**config.mk**
```make
export PLATFORM = sky130hd
export DESIGN_NAME = c_seq
export DESIGN_NICKNAME = d
export VERILOG_FILES = /design/src/rtl/c_pkg.sv /design/src/rtl/c_seq_beat.sv /design/src/rtl/c_seq.sv
export SDC_FILE = /design/constraint.sdc
export NUM_CORES = 1
export LEC_CHECK = 0
export BUFFER_PORTS_ARGS = -buffer_cell sky130_fd_sc_hd__buf_2
export CORE_ASPECT_RATIO = 0.7
export CORE_MARGIN = 1.5
export CORE_UTILIZATION = 30
export CTS_BUF_LIST = sky130_fd_sc_hd__clkbuf_4
export DETAILED_ROUTE_END_ITERATION = 10
export GPL_TIMING_DRIVEN = 0
export PLACE_DENSITY = 0.49
export RECOVER_POWER = 100
export SLEW_MARGIN = 10
export SYNTH_ARGS = -nofsm -noshare
export SYNTH_HDL_FRONTEND = slang
export SYNTH_SLANG_ARGS = --single-unit
```
**constraint.sdc**
```tcl
create_clock -name i_clk -period 6.8 [get_ports i_clk]
set_input_delay 0.34 -clock i_clk [delete_from_list [all_inputs] [get_ports i_clk]]
set_output_delay 0.34 -clock i_clk [all_outputs]
set_load 0.05 [all_outputs]
```
**src/rtl/c_pkg.sv**
```systemverilog
// Shared types for the multi-beat unary-code sequencer: inter-cell carry,
// FSM states and the per-bit unary cell evaluated by each beat slice.
package c_pkg;

  typedef struct packed {
    logic all_ones;
    logic all_zeros_n;
    logic seen_edge;
    logic is_unary;
    logic is_unary_n;
    logic x_prev;
  } c_carry_t;

  localparam c_carry_t C_CARRY_INIT = '{
    all_ones:    1'b0,
    all_zeros_n: 1'b0,
    seen_edge:   1'b0,
    is_unary:    1'b1,
    is_unary_n:  1'b1,
    x_prev:      1'b0
  };

  typedef enum logic [1:0] {
    C_IDLE,
    C_RUN,
    C_DONE
  } c_seq_state_t;

  // One bit position of the unary chain. A 1->0 step is legal only for a
  // unary code, 0->1 only for its complement; any second step kills both.
  function automatic c_carry_t c_unary_cell(input c_carry_t c, input logic x,
                                            input logic is_first, input logic admit_n);
    c_carry_t n;
    n        = c;
    n.x_prev = x;
    if (is_first) begin
      n.all_ones    = x;
      n.all_zeros_n = x;
      n.seen_edge   = 1'b0;
    end else begin
      n.all_ones    = c.all_ones & x;
      n.all_zeros_n = c.all_zeros_n | x;
      if (x != c.x_prev) begin
        n.seen_edge = 1'b1;
        if (c.seen_edge) begin
          n.is_unary   = 1'b0;
          n.is_unary_n = 1'b0;
        end else if (x) begin
          n.is_unary   = 1'b0;
        end else begin
          n.is_unary_n = 1'b0;
        end
      end
    end
    n.is_unary_n = n.is_unary_n & admit_n;
    return n;
  endfunction

endpackage

```
**src/rtl/c_seq_beat.sv**
```systemverilog
// Combinational slice: ripples the unary carry through P_BEAT_W bit cells
// and counts the ones in the beat.
module c_seq_beat
  import c_pkg::*;
#(
  parameter int P_BEAT_W              = 8,
  parameter int P_ADMIT_COMPLIMENT_EN = 1
) (
  input  c_carry_t                        i_carry,
  input  logic [P_BEAT_W-1:0]             i_bits,
  input  logic                            i_is_first,
  output c_carry_t                        o_carry,
  output logic [$clog2(P_BEAT_W+1)-1:0]   o_pop
);

  localparam int   POP_W = $clog2(P_BEAT_W + 1);
  localparam logic ADMIT = (P_ADMIT_COMPLIMENT_EN != 0);

  c_carry_t chain;

  always_comb begin
    chain = i_carry;
    o_pop = '0;
    for (int unsigned i = 0; i < P_BEAT_W; i++) begin
      chain = c_unary_cell(chain, i_bits[i], i_is_first && (i == 0), ADMIT);
      o_pop = o_pop + POP_W'(i_bits[i]);
    end
    o_carry = chain;
  end

endmodule

```
**src/rtl/c_seq.sv**
```systemverilog
// Multi-beat unary / complemented-unary classifier: walks a P_W-bit word
// LSB-first, P_BEAT_W bits per cycle, and reports verdicts plus popcount.
module c_seq
  import c_pkg::*;
#(
  parameter int P_W                   = 64,
  parameter int P_BEAT_W              = 8,
  parameter int P_ADMIT_COMPLIMENT_EN = 1
) (
  input  logic                        i_clk,
  input  logic                        i_arst_n,
  input  logic                        i_in_vld,
  output logic                        o_in_rdy,
  input  logic [P_W-1:0]              i_in_dat,
  output logic                        o_out_vld,
  input  logic                        i_out_rdy,
  output logic                        o_is_unary,
  output logic                        o_is_unary_n,
  output logic [$clog2(P_W+1)-1:0]    o_len
);

  localparam int unsigned N_BEATS = P_W / P_BEAT_W;
  localparam int          LEN_W   = $clog2(P_W + 1);
  localparam int          POP_W   = $clog2(P_BEAT_W + 1);
  localparam int          BCNT_W  = (N_BEATS > 1) ? $clog2(N_BEATS) : 1;
  localparam logic        ADMIT   = (P_ADMIT_COMPLIMENT_EN != 0);

  c_seq_state_t         state, state_nxt;
  logic [P_W-1:0]       shreg;
  logic [BCNT_W-1:0]    beat_cnt;
  c_carry_t             carry, carry_nxt, carry_init;
  logic [LEN_W-1:0]     acc, acc_nxt;
  logic [POP_W-1:0]     beat_pop;
  logic                 res_u, res_un;
  logic [LEN_W-1:0]     res_len;
  logic                 accept, last_beat, dead, run_end;

  c_seq_beat #(
    .P_BEAT_W              (P_BEAT_W),
    .P_ADMIT_COMPLIMENT_EN (P_ADMIT_COMPLIMENT_EN)
  ) u_beat (
    .i_carry    (carry),
    .i_bits     (shreg[P_BEAT_W-1:0]),
    .i_is_first (beat_cnt == '0),
    .o_carry    (carry_nxt),
    .o_pop      (beat_pop)
  );

  always_comb begin
    carry_init            = C_CARRY_INIT;
    carry_init.is_unary_n = ADMIT;
    acc_nxt   = acc + LEN_W'(beat_pop);
    last_beat = (beat_cnt == BCNT_W'(N_BEATS - 1));
    dead      = !carry_nxt.is_unary && !carry_nxt.is_unary_n;
    run_end   = last_beat || dead;
    accept    = i_in_vld && o_in_rdy;
  end

  always_ff @(posedge i_clk or negedge i_arst_n) begin
    if (!i_arst_n) state <= C_IDLE;
    else           state <= state_nxt;
  end

  always_comb begin
    state_nxt = state;
    case (state)
      C_IDLE:  if (accept)    state_nxt = C_RUN;
      C_RUN:   if (run_end)   state_nxt = C_DONE;
      C_DONE:  if (i_out_rdy) state_nxt = accept ? C_RUN : C_IDLE;
      default: state_nxt = C_IDLE;
    endcase
  end

  // Ready reaches back through i_out_rdy so a new word can land in DONE.
  always_comb begin
    o_in_rdy     = (state == C_IDLE) || ((state == C_DONE) && i_out_rdy);
    o_out_vld    = (state == C_DONE);
    o_is_unary   = res_u;
    o_is_unary_n = res_un;
    o_len        = res_len;
  end

  always_ff @(posedge i_clk or negedge i_arst_n) begin
    if (!i_arst_n) begin
      shreg    <= '0;
      beat_cnt <= '0;
      carry    <= '0;
      acc      <= '0;
      res_u    <= 1'b0;
      res_un   <= 1'b0;
      res_len  <= '0;
    end else if (accept) begin
      shreg    <= i_in_dat;
      beat_cnt <= '0;
      carry    <= carry_init;
      acc      <= '0;
    end else if (state == C_RUN) begin
      shreg    <= shreg >> P_BEAT_W;
      beat_cnt <= beat_cnt + 1'b1;
      carry    <= carry_nxt;
      acc      <= acc_nxt;
      if (run_end) begin
        res_u   <= carry_nxt.is_unary;
        res_un  <= carry_nxt.is_unary_n;
        res_len <= (carry_nxt.is_unary || carry_nxt.is_unary_n) ? acc_nxt : '0;
      end
    end
  end

endmodule

```
==> results.cfg <==
[logic_synthesis]
ys_top_cells_by_area = dfrtp_1 51%, nand2_1 12%, a22oi_1 7.4%, ha_1 2.9%, a21oi_1 2.3%
synth.most_common_cell = nand2_1
synth_nets = 564
yosysWarnings = 0
synthMuxAreaShare_pct = 0
synth-xor-area-share_pct = 1.40
synth-adder-area-share_pct = 5.15
synth_area_per_cell_um2 = 9.09
synth_cell_types = 43
synth_compound_area_share_pct = 19.8
synth_top_cell_by_area = dfrtp_1
yosys.area_share.simple_pct = 18.4
synth_area_mm2 = 0.00437
ys_seq_area_share_pct = 50.9
yosys.area.top_type_share_pct = 50.9
ys.flop_type = dfrtp_1
async_reset_ff_share_pct = 100
synth_edf_count = 0
syn_inst = 481
yosys-top-cells-count = 135 x nand2_1, 89 x dfrtp_1, 43 x a22oi_1, 26 x clkbuf_1, 23 x nor2_1
yosys_register_bits = 89
synth_top_family_by_area = compound AO/OA/AOI/OAI gates

[setup_path]
start_kind = primary input
crit_buf_inv = 3
crit_fanout = 48
slowest_delay_ps = 2010
crit_path_top_delay_cell = clkbuf_1
reg2reg_depth = 14
worstSetupPathType = primary input to async pin
crit_top_cell = clkbuf_1
cp.arrival_ps = 4550
path_depth = 3
end_kind = async pin
cp_cell_sequence = dlygate4sd3_1 -> clkbuf_1 -> clkbuf_1
cp.required_ps = 6800
cp_top_family = buffers and inverters

[die]
initial_core_util_pct = 31.0
die-area_mm2 = 0.0153
die_w_um = 147
core_mm2 = 0.0141
pin_count = 79
row_count = 36
fp.dieH_um = 104

[cells_and_area]
final_core_util_pct = 36.0
antenna-diode-count = 0
regArea_mm2 = 0.00223
layout.nets = 655
drive_gt1_share_pct = 14.4
areaGrowthSynthToFinish_pct = 16.0
multi_input_area_mm2 = 0.00193
fillers = 1511

[global_routing]
grt_use_met3_pct = 4.47
grt_busiest_layer = met1
grt_max_degree = 49
grtUsageMet2_pct = 24.2
grt_first_pass_wirelength_um = 20400
grtUsageMet1_pct = 25.9
grt_pass1_vias = 3781
antenna_found_initial = 0
grt_use_total_pct = 17.1
grt-ovfl-total = 0

[routing]
drc = 0
first_iter_violations = 276
ant_nets = 0
dr.pass1.iters = 4
vias_per_cell = 4.93
num_vias = 3773
totalWireLength_um = 12500
wl_per_cell_um = 16.4

[clocking]
post_cts_buffers = 0
root_buffer = clkbuf_4
path_clk_slew_ps = 130
clock-sinks = 89
ctsHoldBuffers = 1
clock_latency_ps = 450
cts_buffers = 9
clock_path_buffers = 2
tritoncts = yes
htree_levels = 3
ctsResizeCount = 0

[placed_design]
place_ws_ps = 2410
port_buffers = 78
gp_congestion = 0.865
dp_hpwl_um = 9430

[sta]
post-route-min-period_ps = 4550
period_share_pct = 66.9
slew-limit-headroom_pct = -80.1
max_freq_mhz = 220
slew_violations = 92
finalSetupViolations = 0
rsz0062_at_grt = no
hold_viol = 0
clock_skew_ps = 10.8
setup_tns_ps = 0
setup_ws_ps = 2250
worstMarginPinSlew_ps = 2700

[job]
maxCapViolations = 2

[run_status]
status = finished with violations
violations = capacitance limit, slew limit

[power]
powerDensity_mw_per_mm2 = 471
p_leak_nw = 2.44
vdd_drop_max_mv = 0.120
power_mw = 2.39

[min_path]
worstHoldPathCells = 3
hold_path.class = primary input to flop
## power breakdown
part / internal, mW / switching [mW] / leakage (nW)
Clock: 0.0796 / 0.180 / 0.0618
Sequential: 0.745 / 0.145 / 1.12
Combinational: 0.477 / 0.763 / 1.26
Total: 1.30 / 1.09 / 2.44
## routing by layer
layer,vias up,part of all wire [%]
met5,-,0
li1,1827,-
met4,0,1.2
met1,1824,52
met3,12,6.1
met2,110,41
## sequential cells by signal, indices dropped and copies added, names as in the netlist
name	flops
state	2
o_is_unary_n	1
acc	7
shreg	64
o_is_unary	1
beat_cnt	3
o_len	7
carry	4
## layout by cell type, fill, tap and decap left out, drive strengths merged, types with 2 or more instances in the layout
cell,n
a22oi,43
fa,5
clkbuf,52
o21a,2
nand3,16
a21oi,20
o21ai,24
inv,20
nand2,135
buf,68
or2,3
nand2b,2
clkinv,4
o2bb2ai,4
nor2b,7
xor2,2
xnor2,5
a31oi,11
a22o,3
ha,10
a211oi,2
and2,3
nor2,23
nor3,2
dfrtp,89
a21o,3
o31ai,5
nand4,2
## stage by stage
stage	cells	instance area [um^2]	hold WS, ps
6_report	766	5070	70.6
5_1_grt	766	5070	42.5
4_1_cts	766	5150	51.8
3_5_place_dp	750	5030	372
3_3_place_gp	749	5000	460
2_1_floorplan	481	4370	44.4
## path summary, 6_finish.rpt
kind,startpoint,to,slack (ps)
worst min register to register,shreg[49],shreg[49],490
max in group i_clk,shreg[1],acc[5],2430
worst max register to register,shreg[1],acc[5],2430
worst min-delay path,i_in_dat[60],shreg[60],70
min in group asynchronous,i_arst_n,o_len[2],1100
worst max-delay path,i_arst_n,shreg[8],2250
## final cells by class
class                           count  area share, %
Timing Repair Buffer               80           7.67
Tap cell                          190           4.69
Sequential cell                    89           43.9
Multi-Input combinational cell    342           38.0
Inverter                           20           1.48
Buffer                             30           2.24
Clock inverter                      4          0.419
Clock buffer                       11           1.63
## cell families (layout without fill, tap and decap cells)
family	count (synthesis)	in the layout
flops	89	89
fa+ha+maj	15	15
compound gates	125	125
simple gates	195	195
buf+inv	50	145
xor+xnor	7	7
## worst register-to-register path, stage by stage (launching register included)
cell and delay, ps:
dfrtp_1 500, ha_1 390, inv_1 100, fa_1 500
fa_1 420, fa_1 420, fa_1 560, inv_1 60
ha_1 270, a21o_1 160, a21oi_1 220, nor2b_1 90
o21ai_0 250, xor2_1 210, o21ai_0 90
No activity file was read; power rests on OpenSTA's default activity.
